$ cat src/rtl/xnor_cim_array_ctrl_pkg.sv
// Shared types and width helpers for the XNOR compute-in-memory array controller.
// XNOR_CIM_SIGNED_OUT_EN widens each result slice by one bit for the signed form.
package xnor_cim_pkg;

    typedef enum logic [2:0] {
        ST_IDLE   = 3'd0,
        ST_WRITE  = 3'd1,
        ST_DRIVE  = 3'd2,
        ST_SAMPLE = 3'd3,
        ST_REDUCE = 3'd4,
        ST_HOLD   = 3'd5
    } state_t;

    function automatic int cnt_width(input int rows);
        return $clog2(rows + 32'sd1);
    endfunction

    function automatic int row_width(input int rows);
        return (rows > 32'sd1) ? $clog2(rows) : 32'sd1;
    endfunction

    function automatic int slice_width(input int cnt_w);
`ifdef XNOR_CIM_SIGNED_OUT_EN
        return cnt_w + 32'sd1;
`else
        return cnt_w;
`endif
    endfunction

    function automatic int vout_idx(input int r, input int c, input int cols);
        return r * cols + c;
    endfunction

endpackage

$ cat src/rtl/xnor_cim_array_ctrl_if.sv
// Sequencer-side handshake bundle: weight write, compute request and result channels.
// Result slice width follows XNOR_CIM_SIGNED_OUT_EN through slice_width().
interface xnor_cim_array_ctrl_if
    import xnor_cim_pkg::*;
#(
    parameter int ROWS  = 16,
    parameter int COLS  = 8,
    parameter int CNT_W = cnt_width(ROWS)
);
    localparam int RW = row_width(ROWS);
    localparam int SW = slice_width(CNT_W);

    logic                 wr_valid;
    logic                 wr_ready;
    logic [RW-1:0]        wr_row;
    logic [COLS-1:0]      wr_data;
    logic                 cmp_valid;
    logic                 cmp_ready;
    logic [ROWS-1:0]      cmp_x;
    logic                 res_valid;
    logic                 res_ready;
    logic [COLS*SW-1:0]   res_data;

    modport master (
        output wr_valid, wr_row, wr_data, cmp_valid, cmp_x, res_ready,
        input  wr_ready, cmp_ready, res_valid, res_data
    );

    modport slave (
        input  wr_valid, wr_row, wr_data, cmp_valid, cmp_x, res_ready,
        output wr_ready, cmp_ready, res_valid, res_data
    );

endinterface

$ cat src/rtl/xnor_col_popcount.sv
// Combinational population count of one sampled bitcell column.
module xnor_col_popcount
    import xnor_cim_pkg::*;
#(
    parameter int ROWS  = 16,
    parameter int CNT_W = cnt_width(ROWS)
) (
    input  logic [ROWS-1:0]  bits,
    output logic [CNT_W-1:0] count
);

    // Sum of set bits across the column
    always_comb begin
        count = '0;
        for (int r = 0; r < ROWS; r++) begin
            count = count + CNT_W'(bits[r]);
        end
    end

endmodule

$ cat src/rtl/xnor_cim_array_ctrl.sv
// Controller for a ROWS x COLS XNOR SRAM array: row writes and binary dot products.
// Define XNOR_CIM_SIGNED_OUT_EN to report 2*popcount - ROWS per column instead of the popcount.
module xnor_cim_array_ctrl
    import xnor_cim_pkg::*;
#(
    parameter int ROWS  = 16,
    parameter int COLS  = 8,
    parameter int CNT_W = cnt_width(ROWS)
) (
    input  logic                   clk,
    input  logic                   rst_n,
    xnor_cim_array_ctrl_if.slave   bus,
    output logic [ROWS-1:0]        WL,
    output logic [COLS-1:0]        BL,
    output logic [COLS-1:0]        BLb,
    output logic [ROWS-1:0]        R_ctrl,
    output logic [ROWS-1:0]        R_ctrl_b,
    input  logic [ROWS*COLS-1:0]   V_out_arr
);
    localparam int SW = slice_width(CNT_W);
`ifdef XNOR_CIM_SIGNED_OUT_EN
    localparam logic [SW-1:0] ROWS_SW = SW'(ROWS);
`endif

    state_t               state_r;
    logic [ROWS-1:0]      wl_r;
    logic [ROWS-1:0]      wl_onehot_s;
    logic [COLS-1:0]      bl_r;
    logic [COLS-1:0]      blb_r;
    logic [ROWS-1:0]      rctrl_r;
    logic [ROWS-1:0]      rctrl_b_r;
    logic [ROWS*COLS-1:0] vout_q;
    logic [COLS*SW-1:0]   res_data_r;
    logic [COLS*SW-1:0]   res_pack_s;
    logic                 res_valid_r;
    logic                 wr_ready_r;
    logic                 cmp_ready_r;
    logic [CNT_W-1:0]     cnt_s [COLS];

    // Out-of-range row indices decode to an all-zero wordline
    always_comb begin
        wl_onehot_s = '0;
        for (int r = 0; r < ROWS; r++) begin
            if (32'(bus.wr_row) == r) begin
                wl_onehot_s[r] = 1'b1;
            end else begin
                wl_onehot_s[r] = 1'b0;
            end
        end
    end

    for (genvar c = 0; c < COLS; c++) begin : g_col
        logic [ROWS-1:0] col_bits_s;

        // Gather column c from the row-major sampled array
        always_comb begin
            col_bits_s = '0;
            for (int r = 0; r < ROWS; r++) begin
                col_bits_s[r] = vout_q[vout_idx(r, c, COLS)];
            end
        end

        xnor_col_popcount #(.ROWS(ROWS), .CNT_W(CNT_W)) u_pop (
            .bits  (col_bits_s),
            .count (cnt_s[c])
        );
    end

    // Pack per-column counts into result slices
    always_comb begin
        res_pack_s = '0;
        for (int c = 0; c < COLS; c++) begin
`ifdef XNOR_CIM_SIGNED_OUT_EN
            res_pack_s[c*SW +: SW] = {cnt_s[c], 1'b0} - ROWS_SW;
`else
            res_pack_s[c*SW +: SW] = cnt_s[c];
`endif
        end
    end

    // Sequencer FSM with registered array pins and handshake outputs
    always_ff @(posedge clk or negedge rst_n) begin
        if (!rst_n) begin
            state_r     <= ST_IDLE;
            wl_r        <= '0;
            bl_r        <= '0;
            blb_r       <= '1;
            rctrl_r     <= '0;
            rctrl_b_r   <= '1;
            vout_q      <= '0;
            res_data_r  <= '0;
            res_valid_r <= 1'b0;
            wr_ready_r  <= 1'b1;
            cmp_ready_r <= 1'b1;
        end else begin
            case (state_r)
                ST_IDLE: begin
                    if (bus.wr_valid) begin
                        state_r     <= ST_WRITE;
                        wl_r        <= wl_onehot_s;
                        bl_r        <= bus.wr_data;
                        blb_r       <= ~bus.wr_data;
                        wr_ready_r  <= 1'b0;
                        cmp_ready_r <= 1'b0;
                    end else if (bus.cmp_valid) begin
                        state_r     <= ST_DRIVE;
                        rctrl_r     <= bus.cmp_x;
                        rctrl_b_r   <= ~bus.cmp_x;
                        wr_ready_r  <= 1'b0;
                        cmp_ready_r <= 1'b0;
                    end else begin
                        state_r <= ST_IDLE;
                    end
                end
                ST_WRITE: begin
                    state_r     <= ST_IDLE;
                    wl_r        <= '0;
                    wr_ready_r  <= 1'b1;
                    cmp_ready_r <= 1'b1;
                end
                ST_DRIVE: begin
                    state_r <= ST_SAMPLE;
                end
                ST_SAMPLE: begin
                    vout_q  <= V_out_arr;
                    state_r <= ST_REDUCE;
                end
                ST_REDUCE: begin
                    res_data_r  <= res_pack_s;
                    res_valid_r <= 1'b1;
                    state_r     <= ST_HOLD;
                end
                ST_HOLD: begin
                    if (res_valid_r && bus.res_ready) begin
                        res_valid_r <= 1'b0;
                        rctrl_r     <= '0;
                        rctrl_b_r   <= '1;
                        wr_ready_r  <= 1'b1;
                        cmp_ready_r <= 1'b1;
                        state_r     <= ST_IDLE;
                    end else begin
                        state_r <= ST_HOLD;
                    end
                end
                default: begin
                    state_r     <= ST_IDLE;
                    wl_r        <= '0;
                    rctrl_r     <= '0;
                    rctrl_b_r   <= '1;
                    res_valid_r <= 1'b0;
                    wr_ready_r  <= 1'b1;
                    cmp_ready_r <= 1'b1;
                end
            endcase
        end
    end

    assign WL            = wl_r;
    assign BL            = bl_r;
    assign BLb           = blb_r;
    assign R_ctrl        = rctrl_r;
    assign R_ctrl_b      = rctrl_b_r;
    assign bus.wr_ready  = wr_ready_r;
    assign bus.cmp_ready = cmp_ready_r;
    assign bus.res_valid = res_valid_r;
    assign bus.res_data  = res_data_r;

endmodule

$ cat src/flat_wrapper.sv
// flat-port wrapper written by rule: the top's interface ports become plain ports
module xnor_cim_array_ctrl_flat import xnor_cim_pkg::*;
#(
    parameter int ROWS  = 16,
    parameter int COLS  = 8,
    parameter int CNT_W = cnt_width(ROWS)
)
  (clk, rst_n, WL, BL, BLb, R_ctrl, R_ctrl_b, V_out_arr, bus_wr_valid, bus_wr_row, bus_wr_data, bus_cmp_valid, bus_cmp_x, bus_res_ready, bus_wr_ready, bus_cmp_ready, bus_res_valid, bus_res_data);
  xnor_cim_array_ctrl_if #(.ROWS(ROWS), .COLS(COLS), .CNT_W(CNT_W)) bus_i ();
  input  logic clk;
  input  logic rst_n;
  output logic [ROWS-1:0] WL;
  output logic [COLS-1:0] BL;
  output logic [COLS-1:0] BLb;
  output logic [ROWS-1:0] R_ctrl;
  output logic [ROWS-1:0] R_ctrl_b;
  input  logic [ROWS*COLS-1:0] V_out_arr;
  input wire logic [$bits(bus_i.wr_valid)-1:0] bus_wr_valid;
  input wire logic [$bits(bus_i.wr_row)-1:0] bus_wr_row;
  input wire logic [$bits(bus_i.wr_data)-1:0] bus_wr_data;
  input wire logic [$bits(bus_i.cmp_valid)-1:0] bus_cmp_valid;
  input wire logic [$bits(bus_i.cmp_x)-1:0] bus_cmp_x;
  input wire logic [$bits(bus_i.res_ready)-1:0] bus_res_ready;
  output wire logic [$bits(bus_i.wr_ready)-1:0] bus_wr_ready;
  output wire logic [$bits(bus_i.cmp_ready)-1:0] bus_cmp_ready;
  output wire logic [$bits(bus_i.res_valid)-1:0] bus_res_valid;
  output wire logic [$bits(bus_i.res_data)-1:0] bus_res_data;
  assign bus_i.wr_valid = bus_wr_valid;
  assign bus_i.wr_row = bus_wr_row;
  assign bus_i.wr_data = bus_wr_data;
  assign bus_i.cmp_valid = bus_cmp_valid;
  assign bus_i.cmp_x = bus_cmp_x;
  assign bus_i.res_ready = bus_res_ready;
  assign bus_wr_ready = bus_i.wr_ready;
  assign bus_cmp_ready = bus_i.cmp_ready;
  assign bus_res_valid = bus_i.res_valid;
  assign bus_res_data = bus_i.res_data;
  xnor_cim_array_ctrl #(.ROWS(ROWS), .COLS(COLS), .CNT_W(CNT_W)) u_core (.clk(clk), .rst_n(rst_n), .bus(bus_i), .WL(WL), .BL(BL), .BLb(BLb), .R_ctrl(R_ctrl), .R_ctrl_b(R_ctrl_b), .V_out_arr(V_out_arr));
endmodule
$ cat config.mk
export PLATFORM = sky130hd
export DESIGN_NAME = xnor_cim_array_ctrl_flat
export DESIGN_NICKNAME = d
export VERILOG_FILES = /design/src/rtl/xnor_cim_array_ctrl_pkg.sv /design/src/rtl/xnor_cim_array_ctrl_if.sv /design/src/rtl/xnor_col_popcount.sv /design/src/rtl/xnor_cim_array_ctrl.sv /design/src/flat_wrapper.sv
export SDC_FILE = /design/constraint.sdc
export NUM_CORES = 1
export LEC_CHECK = 0
export CORE_ASPECT_RATIO = 0.5
export CORE_MARGIN = 2
export CORE_UTILIZATION = 50
export CTS_CLUSTER_SIZE = 30
export DETAILED_ROUTE_END_ITERATION = 12
export HOLD_SLACK_MARGIN = 0.12
export PLACE_DENSITY = 0.85
export RECOVER_POWER = 100
export SKIP_CTS_REPAIR_TIMING = 1
export SLEW_MARGIN = 30
export SYNTH_ARGS = -nofsm -noshare
export SYNTH_HDL_FRONTEND = slang
export SYNTH_SLANG_ARGS = --single-unit
$ cat constraint.sdc
create_clock -name clk -period 3.8 [get_ports clk]
set_input_delay 0.76 -clock clk [delete_from_list [all_inputs] [get_ports clk]]
set_output_delay 0.76 -clock clk [all_outputs]
set_load 0.02 [all_outputs]
Word-level counts from Yosys, hierarchy flattened
Cells that the tools add are included.
{"block": "op_classes", "n_lt_le_gt_ge": 0, "muxes": 36, "div": 0, "shift": 0, "multipliers": 0, "eq_ne": 25, "bitwise_logic": 6, "n_reduce_logical": 12, "addsub": 120}
{"op": "$add A5 B1 Y5", "count": 88}
{"op": "$mux W16", "count": 7}
{"op": "$pmux W16 S3", "count": 2}
{"op": "$add A4 B1 Y5", "count": 8}
{"op": "$add A3 B1 Y4", "count": 8}
{"op": "$eq A4 B4 Y1 const B", "count": 8}
{"op": "$pmux W16 S2", "count": 1}
{"op": "$add A2 B1 Y3", "count": 8}
{"op": "$mux W1", "count": 20}
{"op": "$add A1 B1 Y2", "count": 8}
{"op": "$eq A4 B3 Y1 const B", "count": 4}
{"op": "$not A16 Y16", "count": 1}
{"op": "$pmux W3 S5", "count": 1}
{"op": "$reduce_or A4 Y1", "count": 3}
{"op": "$eq A4 B2 Y1 const B", "count": 2}
{"op": "$not A8 Y8", "count": 1}
{"op": "$eq A3 B2 Y1 const B", "count": 2}
{"op": "$eq A3 B3 Y1 const B", "count": 2}
{"op": "$mux W3", "count": 2}
{"op": "$ne A2 B2 Y1 const B", "count": 3}
{"op": "$pmux W1 S3", "count": 2}
{"op": "$reduce_and A2 Y1", "count": 3}
{"op": "$eq A4 B1 Y1 const B", "count": 1}
{"op": "$logic_not A4 Y1", "count": 1}
{"op": "10 further kinds", "count": 13}
{"block": "word_totals", "n_memories": 0, "ram_bits": 0, "romBits": 0, "latchBits": 0, "ff_bits": 237}

Depth between registers and ports, before layout
Gate-level depths: netlist of the first run.
{"block": "depth", "word_depth": 15, "depth_mapped": 14}

Cells and area by module
A second synthesis of the first run with hierarchy kept.
{"block": "unflattened", "cells_unflattened": 908, "area_unflattened_um2": 12599.6}
{"module": "xnor_cim_array_ctrl", "instances": 1, "area_each_um2": 9474.1, "cells_each": 568, "seq_area_each_um2": 5962.0}
{"module": "xnor_col_popcount (u_core.g_col[0].u_pop ...)", "instances": 4, "area_each_um2": 394.1, "cells_each": 42, "seq_area_each_um2": 0.0}
{"module": "xnor_col_popcount (u_core.g_col[3].u_pop ...)", "instances": 3, "area_each_um2": 386.6, "cells_each": 43, "seq_area_each_um2": 0.0}
{"module": "xnor_col_popcount (u_core.g_col[7].u_pop)", "instances": 1, "area_each_um2": 389.1, "cells_each": 43, "seq_area_each_um2": 0.0}

Least setup slack after synthesis of the first run
OpenSTA, ideal clock, no wires.
{"block": "synth_path", "path_kind": "register -> register", "start": "register u_core.vout_q[94]", "end": "register u_core.res_data_r[34] (netlist: u_core.bus.res_data[34])", "arrival_ns": 3.387, "path_buffers": 0, "setup_slack_ns": 0.292, "synth_period_minus_slack_ns": 3.508, "setup_ns": 0.121, "t_required_ns": 3.679, "path_stages_with_launch": 14, "cell_sequence": "dfrtp_1 > fa_1 > inv_1 > fa_1 > inv_1 > fa_1 > inv_1 > fa_1 > inv_1 > ha_1 > fa_1 > a21oi_1 > nor2_1 > a22o_1"}
{"block": "synth_between", "elab_chain_len": 5}
{"element": "from (decl)", "line_no": "xnor_cim_array_ctrl.sv:32", "text": "logic [ROWS*COLS-1:0] vout_q;"}
{"element": "from (signal assigned)", "line_no": "xnor_cim_array_ctrl.sv:125", "text": "vout_q <= V_out_arr;"}
{"element": "$add A5 B1 Y5 (5 in series)", "line_no": "xnor_col_popcount.sv:16", "text": "count = count + CNT_W'(bits[r]);"}
{"element": "to (signal assigned)", "line_no": "xnor_cim_array_ctrl.sv:129", "text": "res_data_r <= res_pack_s;"}
{"element": "to (decl)", "line_no": "xnor_cim_array_ctrl.sv:33", "text": "logic [COLS*SW-1:0] res_data_r;"}
No other way between the ends.
A chain may end at the register's enable or synchronous reset.

Final worst setup path of the first run
Same ends and word-level chain as after synthesis.

==> reports/results.ini, run 1 <==
[finish]
area_delta_synth_final_pct=30.77
nNetsFinal=1524
layout.cells.non_filler=1580
fin_area_um2=15830
n_fill_cell=1745
drive_gt1_frac=0.1770

[global_route]
met3_usage=0.04173
grtUsageMet2=0.4052
grt_usage=0.2235
antenna_found_initial=5
grt-busiest-layer=met2
grt_pass1_vias=9035
grt_use_met1=0.2631
grt_max_degree=94
grt_overflow_total=0
grt_pass1_wl_um=45010

[timing]
clock_skew_ps=20.14
hold_viol=0
period_share=0.9677
finalMaxSlewViolations=109
max_freq_mhz=271.9
period_needed_ps=3677
setup_violations=0
fin_setup_tns_ps=0
rsz0062_at_grt=no
tightest_slew_ps=2421
relSlewSlack=-0.6138

[critical_path]
endpoint_kind=flip-flop
crit_buf_inv=4
cp-start-kind=flip-flop
crit_cells=13
path_delay_family=adder cells
critPathKind=flip-flop to flip-flop
path_cells=fa_1, inv_1, fa_1, inv_1, fa_1, inv_1, fa_1, inv_1, ha_1, fa_1, a21oi_1, nor2_1, a22o_1
path_common_cell=fa_1
path_max_fanout=2
reg2reg_slack_ps=120
slowest_stage=fa_1
max_stage_delay_ps=530
arrival_ps=4090
reg2reg_depth=13
worst_ep_required_time_ps=4220
r2r-start=u_core.vout_q[94]
timing.rr.end=u_core.bus.res_data[34]

[drt]
drtAntennaViolNets=0
drc=0
vias=8075
wirelength_um=27760
wire_per_inst_um=17.57
first_pass_iters=4
drt_iter0_markers=291
viasPerCell=5.111

[clock_tree]
clk_latency_ps=530
numCtsBuffers=23
path_clk_slew_ps=70
root_buffer=clkbuf_16
cts_htree_levels=1
clockBufferDepth=3
cts_sinks=237
cts_tree=built

[synthesis]
postSynthCellCount=979
synth-seq-cells=237
yosys_most_used_dff=dfrtp_1
synth-edff-count=0
yosys-top-cells-count=dfrtp_1 (212), inv_1 (190), mux2_2 (146)
syn_area_um2=12100
yosys.area.top_type=dfrtp_1
synthMostInstantiatedCell=dfrtp_1
yosysTopAreaCellShare=0.4384
ys_seq_area_frac=0.4927
yosys_warnings=0
synth.top_cells.by_area=dfrtp_1 (44%), mux2_2 (14%), fa_1 (13%)
synth_nets=1260
syn_avg_cell_area_um2=12.36
ys_types=46
async_flop_share=1.000

[placement]
detailed_place_hpwl_um=20660
gp_congestion=0.8136
placed_cells=1533
io_buffers=267
placed_area_um2=15130

[die]
die_y_um=114.0
core_area_um2=23870
io_pins=268
dieArea_um2=25540
row_count=40
initial_utilization=0.5069
die_w_um=224.0

[outcome]
outcome=finished, violations left
violations=capacitance limit, slew limit

[hold_path]
hold_end=u_core.bus.res_data[37]
holdPathStages=2
hp-start=u_core.bus.res_data[37]
hold_path.class=flip-flop to flip-flop

[flow_run]
drv_cap=2

## how the worst max path moves through the flow
stage / slack [ps] / start / to
after floorplan: 290 / u_core.vout_q[94] / u_core.bus.res_data[34]
after global placement: 230 / u_core.vout_q[94] / u_core.bus.res_data[34]
after detailed placement: 120 / u_core.vout_q[94] / u_core.bus.res_data[34]
after CTS: 130 / u_core.vout_q[94] / u_core.bus.res_data[34]
after global routing: 3 / u_core.vout_q[1] / u_core.bus.res_data[9]
final: 120 / u_core.vout_q[94] / u_core.bus.res_data[34]
## stage by stage
step	hold slack, ps	util	setup WS [ps]
2_1_floorplan	464.4	-	292.4
3_3_place_gp	460.2	0.6332	233.4
3_5_place_dp	469.7	0.6336	123.3
4_1_cts	275.2	0.6656	129.0
5_1_grt	509.4	0.6629	3.261
6_report	474.4	0.6629	122.6
## registers in the layout (all words and copies together), names as in the netlist
signal and cells:
u_core.vout_q 128, u_core.BLb 8, u_core.R_ctrl 16, u_core.bus.wr_ready 1, u_core.BL 8, u_core.bus.res_valid 1, u_core.state_r 3, u_core.R_ctrl_b 16
u_core.bus.res_data 40, u_core.WL 16
## per-layer routing
metal | vias to the layer above | wire length [um]
met4 | 0 | 1169
met1 | 4130 | 11080
met3 | 65 | 1083
li1 | 3715 | -
met5 | - | 0
met2 | 165 | 14430
## cell type report
type / count / area (um^2) / share of cell area
Inverter: 190 / 713.2 / 0.04507
Tap cell: 315 / 394.1 / 0.02491
Sequential cell: 237 / 5962 / 0.3767
Clock buffer: 37 / 708.2 / 0.04475
Clock inverter: 5 / 53.80 / 0.003400
Multi-Input combinational cell: 515 / 5229 / 0.3304
Timing Repair Buffer: 276 / 2753 / 0.1739
Antenna cell: 5 / 12.51 / 0.0007906
## placed cells by master, fill, tap and decap left out, types with 5 or more instances in the layout
cell type        Yosys  routed
dfrtp_1            212     212
inv_1              190     190
clkdlybuf4s50_1      0     158
mux2_2             146     145
dlygate4sd3_1        0     108
fa_1                80      79
nand2_1             68      68
ha_1                40      40
o21ai_0             35      35
dfstp_2             25      25
clkbuf_16            0      23
a22o_1              19      19
nand3_1             19      18
a2bb2oi_1           16      16
a21oi_1             11      11
a211o_1              8       8
nand4_1              8       8
nor3_1               8       8
clkbuf_8             0       8
and3_1               7       7
nor2b_1              7       7
clkbuf_1            11       7
nor2_1               7       6
xor2_1               6       6
diode_2              0       5
mux2_1               0       5
## kinds of logic (layout without fill, tap and decap cells)
family / after synthesis / count (layout) / share of synthesized area
compound gates: 100 / 100 / 0.05769
xor+xnor: 8 / 8 / 0.005790
fa+ha+maj: 120 / 120 / 0.1737
buf+inv: 227 / 508 / 0.07454
flops: 237 / 237 / 0.4927
mux: 152 / 152 / 0.1425
other cells: 0 / 5 / 0
simple gates: 135 / 135 / 0.05314
## tightest hold or removal path, delay by kind of cell (launching register included)
kind,cells,cell delay (ps)
AO/OA/AOI/OAI,1,60
AND/OR/NAND/NOR,1,40
flip-flops,1,340
Power of run 1 is left out: the tool's default activity adds up to more than one toggle a clock period on the data nets, which glitch-free logic cannot reach.
==> inputs of run 2 (changes only) <==
- CTS_BUF_LIST: default -> sky130_fd_sc_hd__clkbuf_4
==> reports/results.ini, run 2 (synthesis gave the netlist of run 1 again) <==
[outcome]
outcome=finished, violations left
violations=capacitance limit, slew limit

[finish]
regArea_um2=5962  ; unchanged
mostFrequentLayoutCell=dfrtp_1
largest_reg_flops=128  ; unchanged
nNetsFinal=1560  ; +2.4%
largest_register=u_core.vout_q
multi_input_area_um2=5236  ; +0.14%
drive_gt1_frac=0.2157  ; +0.03876
final_cell_mix=dfrtp_1 (212), inv_1 (190), clkdlybuf4s50_1 (159), mux2_2 (146), dlygate4sd3_1 (108)
area_delta_synth_final_pct=30.72  ; about the same
n_fill_cell=1781  ; +2.1%

[critical_path]
critPathKind=flip-flop to flip-flop
worst_ep_required_time_ps=4390  ; +170 ps
r2r-start=u_core.vout_q[94]
timing.rr.end=u_core.bus.res_data[34]
path_max_fanout=2  ; unchanged
reg2reg_depth=13  ; unchanged
cp-start-kind=flip-flop
endpoint_kind=flip-flop
reg2reg_slack_ps=120  ; about the same
critPathLaunch=u_core.vout_q[94]
arrival_ps=4270  ; +180 ps

[clock_tree]
cts_htree_levels=2  ; +1
root_buffer=clkbuf_4
cts_tree=built
cts_sinks=237  ; unchanged
clk_latency_ps=710  ; +180 ps
path_clk_slew_ps=70  ; about the same
clockBufferDepth=3  ; unchanged
numCtsBuffers=58  ; +150%

[placement]
gp_congestion=0.8136  ; unchanged
detailed_place_hpwl_um=20660  ; unchanged
io_buffers=267  ; unchanged

[global_route]
grt_overflow_total=0  ; unchanged
grt_usage=0.2225  ; -0.001035
antenna_found_initial=5  ; unchanged
grt_pass1_vias=9259  ; +2.5%
grt_max_degree=94  ; unchanged
grt_pass1_wl_um=44810  ; -0.44%

[drt]
wirelength_um=27640  ; -0.42%
drt_iter0_markers=280  ; -3.8%
wire_per_inst_um=16.81  ; -4.3%
first_pass_iters=4  ; unchanged
vias=8256  ; +2.2%
viasPerCell=5.022  ; -1.7%
drc=0  ; unchanged
drtAntennaViolNets=0  ; unchanged

[timing]
period_share=0.9682  ; about the same
hold_viol=0  ; unchanged
max_freq_mhz=271.8  ; about the same
tightest_slew_ps=2377  ; -44.03 ps
rsz0062_at_grt=no
clock_skew_ps=42.30  ; +22.16 ps
relSlewSlack=-0.5844  ; +0.02935
period_needed_ps=3679  ; +1.774 ps
finalMaxSlewViolations=110  ; +0.92%
setup_violations=0  ; unchanged
fin_setup_tns_ps=0  ; unchanged

[die]
die_y_um=114.0  ; unchanged
core_area_um2=23870  ; unchanged
dieArea_um2=25540  ; unchanged
io_pins=268  ; unchanged
row_count=40  ; unchanged
die_w_um=224.0  ; unchanged
initial_utilization=0.5069  ; unchanged

[flow_run]
drv_cap=2  ; unchanged

[hold_path]
hold_path.class=flip-flop to flip-flop
holdPathStages=2  ; unchanged
hp-start=u_core.bus.res_data[37]
hold_end=u_core.bus.res_data[37]

==> run 2: changes by cell type in the layout (fill, tap and decap cells not counted), sizes merged <==
cell / change
buf: -1
clkbuf: +59
bufinv: -1
clkinvlp: +1
clkdlybuf4s50: +1
diode: +3
clkinv: +2
==> run 2: metal layers <==
metal  vias up  global-route usage  share of wire
met1      4169              0.2586           0.40
met5         -                   0              0
met3        70             0.05229          0.047
li1       3824                   -              -
met2       193              0.3905           0.52
met4         0              0.1147          0.036
==> run 2: critical path, cell delays in order (launching register included) <==
cell and delay [ps]:
dfrtp_1 410, fa_1 530, inv_1 50, fa_1 480, inv_1 50, fa_1 470, inv_1 50, fa_1 470
inv_1 40, ha_1 210, fa_1 410, a21oi_1 140, nor2_1 60, a22o_1 200
==> run 2: area by class of cell <==
| type | count | area share |
|---|---|---|
| flip-flops and latches | 237 | 0.3769 |
| multi-input cells | 515 | 0.3310 |
| diodes | 8 | 0.001266 |
| well taps | 315 | 0.02492 |
| clock inverters | 7 | 0.001898 |
| repair buffers | 277 | 0.1739 |
| inverters | 190 | 0.04508 |
| clock buffers | 95 | 0.04508 |
==> run 2: metrics by stage <==
step	cell area (um^2)	setup slack [ps]	std cells	utilization	hold WS [ps]
after global placement	15120	233.4	1532	0.6332	460.2
after floorplan	12100	292.4	979	-	464.4
final	15820	120.8	1644	0.6626	470.5
after global routing	15810	6.896	1641	0.6623	504.8
after detailed placement	15130	123.3	1533	0.6336	469.7
after CTS	15870	119.1	1635	0.6648	49.50
==> run 2: worst max path at each step <==
stage                              end  slack [ps]  cells after the start
6_report       u_core.bus.res_data[34]         120                     13
3_5_place_dp   u_core.bus.res_data[34]         120                     13
4_1_cts        u_core.bus.res_data[34]         120                     13
3_3_place_gp   u_core.bus.res_data[34]         230                     13
5_1_grt        u_core.bus.res_data[29]           7                     14
2_1_floorplan  u_core.bus.res_data[34]         290                     13
Power of run 2 is left out for the same reason.
==> inputs of run 3 (changes only) <==
- DONT_BUFFER_PORTS: default -> 1
- PLACE_DENSITY: 0.85 -> 0.71
==> reports/results.ini, run 3 (synthesis gave the netlist of run 1 again) <==
[die]
dieArea_um2=25540  ; unchanged
initial_utilization=0.5069  ; unchanged
row_count=40  ; unchanged
die_y_um=114.0  ; unchanged
io_pins=268  ; unchanged
core_area_um2=23870  ; unchanged
die_w_um=224.0  ; unchanged

[finish]
mostFrequentLayoutCell=dfrtp_1
area_delta_synth_final_pct=9.905
fin_util=0.5571  ; -0.1055
nNetsFinal=1308  ; -16%
final_cell_mix=dfrtp_1 (212), inv_1 (190), mux2_2 (143), clkbuf_4 (83), fa_1 (79)
largest_reg_flops=128  ; unchanged
drive_gt1_frac=0.2270  ; +0.01123
largest_register=u_core.vout_q

[critical_path]
path_cells=fa_1, inv_1, fa_1, inv_1, fa_1, inv_1, fa_1, inv_1, ha_2, fa_2, a21oi_1, nor2_1, a22o_1
path_max_fanout=2  ; unchanged
arrival_ps=4180  ; -90 ps
worst_ep_required_time_ps=4370  ; -20 ps
cp-start-kind=flip-flop
endpoint_kind=flip-flop
reg2reg_slack_ps=190  ; +70 ps
path_delay_family=adder cells
max_stage_delay_ps=530  ; about the same
slowest_stage=fa_1
crit_buf_inv=4  ; unchanged
critPathKind=flip-flop to flip-flop

[global_route]
grt_max_degree=238  ; +150%
grt_pass1_vias=7555  ; -18%
grt_overflow_total=0  ; unchanged
antenna_found_initial=9  ; +4
grt_usage=0.2096  ; -0.01287
grt_pass1_wl_um=41160  ; -8.1%

[timing]
clock_skew_ps=36.02  ; -6.285 ps
period_needed_ps=3610  ; -69.49 ps
relSlewSlack=-0.4883  ; +0.09616
hold_viol=229  ; +229
tightest_slew_ps=2209  ; -167.6 ps
max_freq_mhz=277.0  ; +1.9%
finalMaxSlewViolations=50  ; -55%
period_share=0.9499  ; -0.01829
setup_violations=0  ; unchanged
holdWs_ps=-234.2  ; -704.7 ps
rsz0062_at_grt=no
fin_setup_tns_ps=0  ; unchanged

[clock_tree]
path_clk_slew_ps=80  ; about the same
root_buffer=clkbuf_4
cts_htree_levels=2  ; unchanged
clockBufferDepth=3  ; unchanged
cts_tree=built
cts_sinks=237  ; unchanged
numCtsBuffers=56  ; -3.4%
clk_latency_ps=700  ; about the same

[placement]
gp_congestion=0.8073  ; -0.77%
detailed_place_hpwl_um=19000  ; -8.0%
io_buffers=0  ; -100%

[drt]
wirelength_um=26190  ; -5.3%
wire_per_inst_um=18.77  ; +12%
drtAntennaViolNets=0  ; unchanged
drc=0  ; unchanged
viasPerCell=5.136  ; +2.3%
drt_iter0_markers=308  ; +10%
first_pass_iters=4  ; unchanged
vias=7165  ; -13%

[outcome]
outcome=finished, violations left
violations=hold timing, capacitance limit, slew limit

[hold_path]
hold_path.class=primary input to asynchronous set/reset pin

[flow_run]
drv_cap=2  ; unchanged

## run 3: worst paths after layout
check / startpoint / to / cells after the start
worst max-delay path: u_core.vout_q[94] / u_core.bus.res_data[34] / 13
max in group asynchronous: rst_n / u_core.BLb[5] / 0
worst max register to register: u_core.vout_q[94] / u_core.bus.res_data[34] / 13
worst min-delay path: rst_n / u_core.vout_q[76] / 0
min in group clk: bus_wr_data[7] / u_core.BLb[7] / 1
worst min register to register: u_core.vout_q[46] / u_core.vout_q[46] / 1
## run 3: cell type report
cell class	count	area [um^2]
Antenna cell	5	12.51
Clock buffer	83	623.1
Clock inverter	23	90.09
Fill cell	2039	10570
Inverter	190	713.2
Multi-Input combinational cell	515	5243
Sequential cell	237	5962
Tap cell	315	394.1
Timing Repair Buffer	27	262.8
## run 3: worst reg2reg max path, cell delays in order, from the launching register on
cell and delay, ps:
dfrtp_1 400, fa_1 530, inv_1 50, fa_1 470, inv_1 50, fa_1 490, inv_1 50, fa_1 480
inv_1 50, ha_2 180, fa_2 370, a21oi_1 130, nor2_1 50, a22o_1 200
## run 3: through the flow
stage          area (um^2)  hold WS, ps  cells  worst slack [ps]
5_1_grt              13300       -344.5   1393             5.873
3_5_place_dp         12380        467.3   1261             115.9
3_3_place_gp         12360        468.5   1260             204.4
4_1_cts              13100       -328.4   1367             111.5
6_report             13300       -234.2   1395             190.3
2_1_floorplan        12100        464.4    979             292.4
## run 3: routing by layer
| layer | vias up | wire (um) | GRT usage |
|---|---|---|---|
| met3 | 63 | 1819 | 0.07419 |
| met5 | - | 48 | 0 |
| met4 | 8 | 608 | 0.06844 |
| li1 | 3318 | - | - |
| met1 | 3599 | 11510 | 0.2805 |
| met2 | 177 | 12200 | 0.3217 |
Power of run 3 is left out for the same reason.
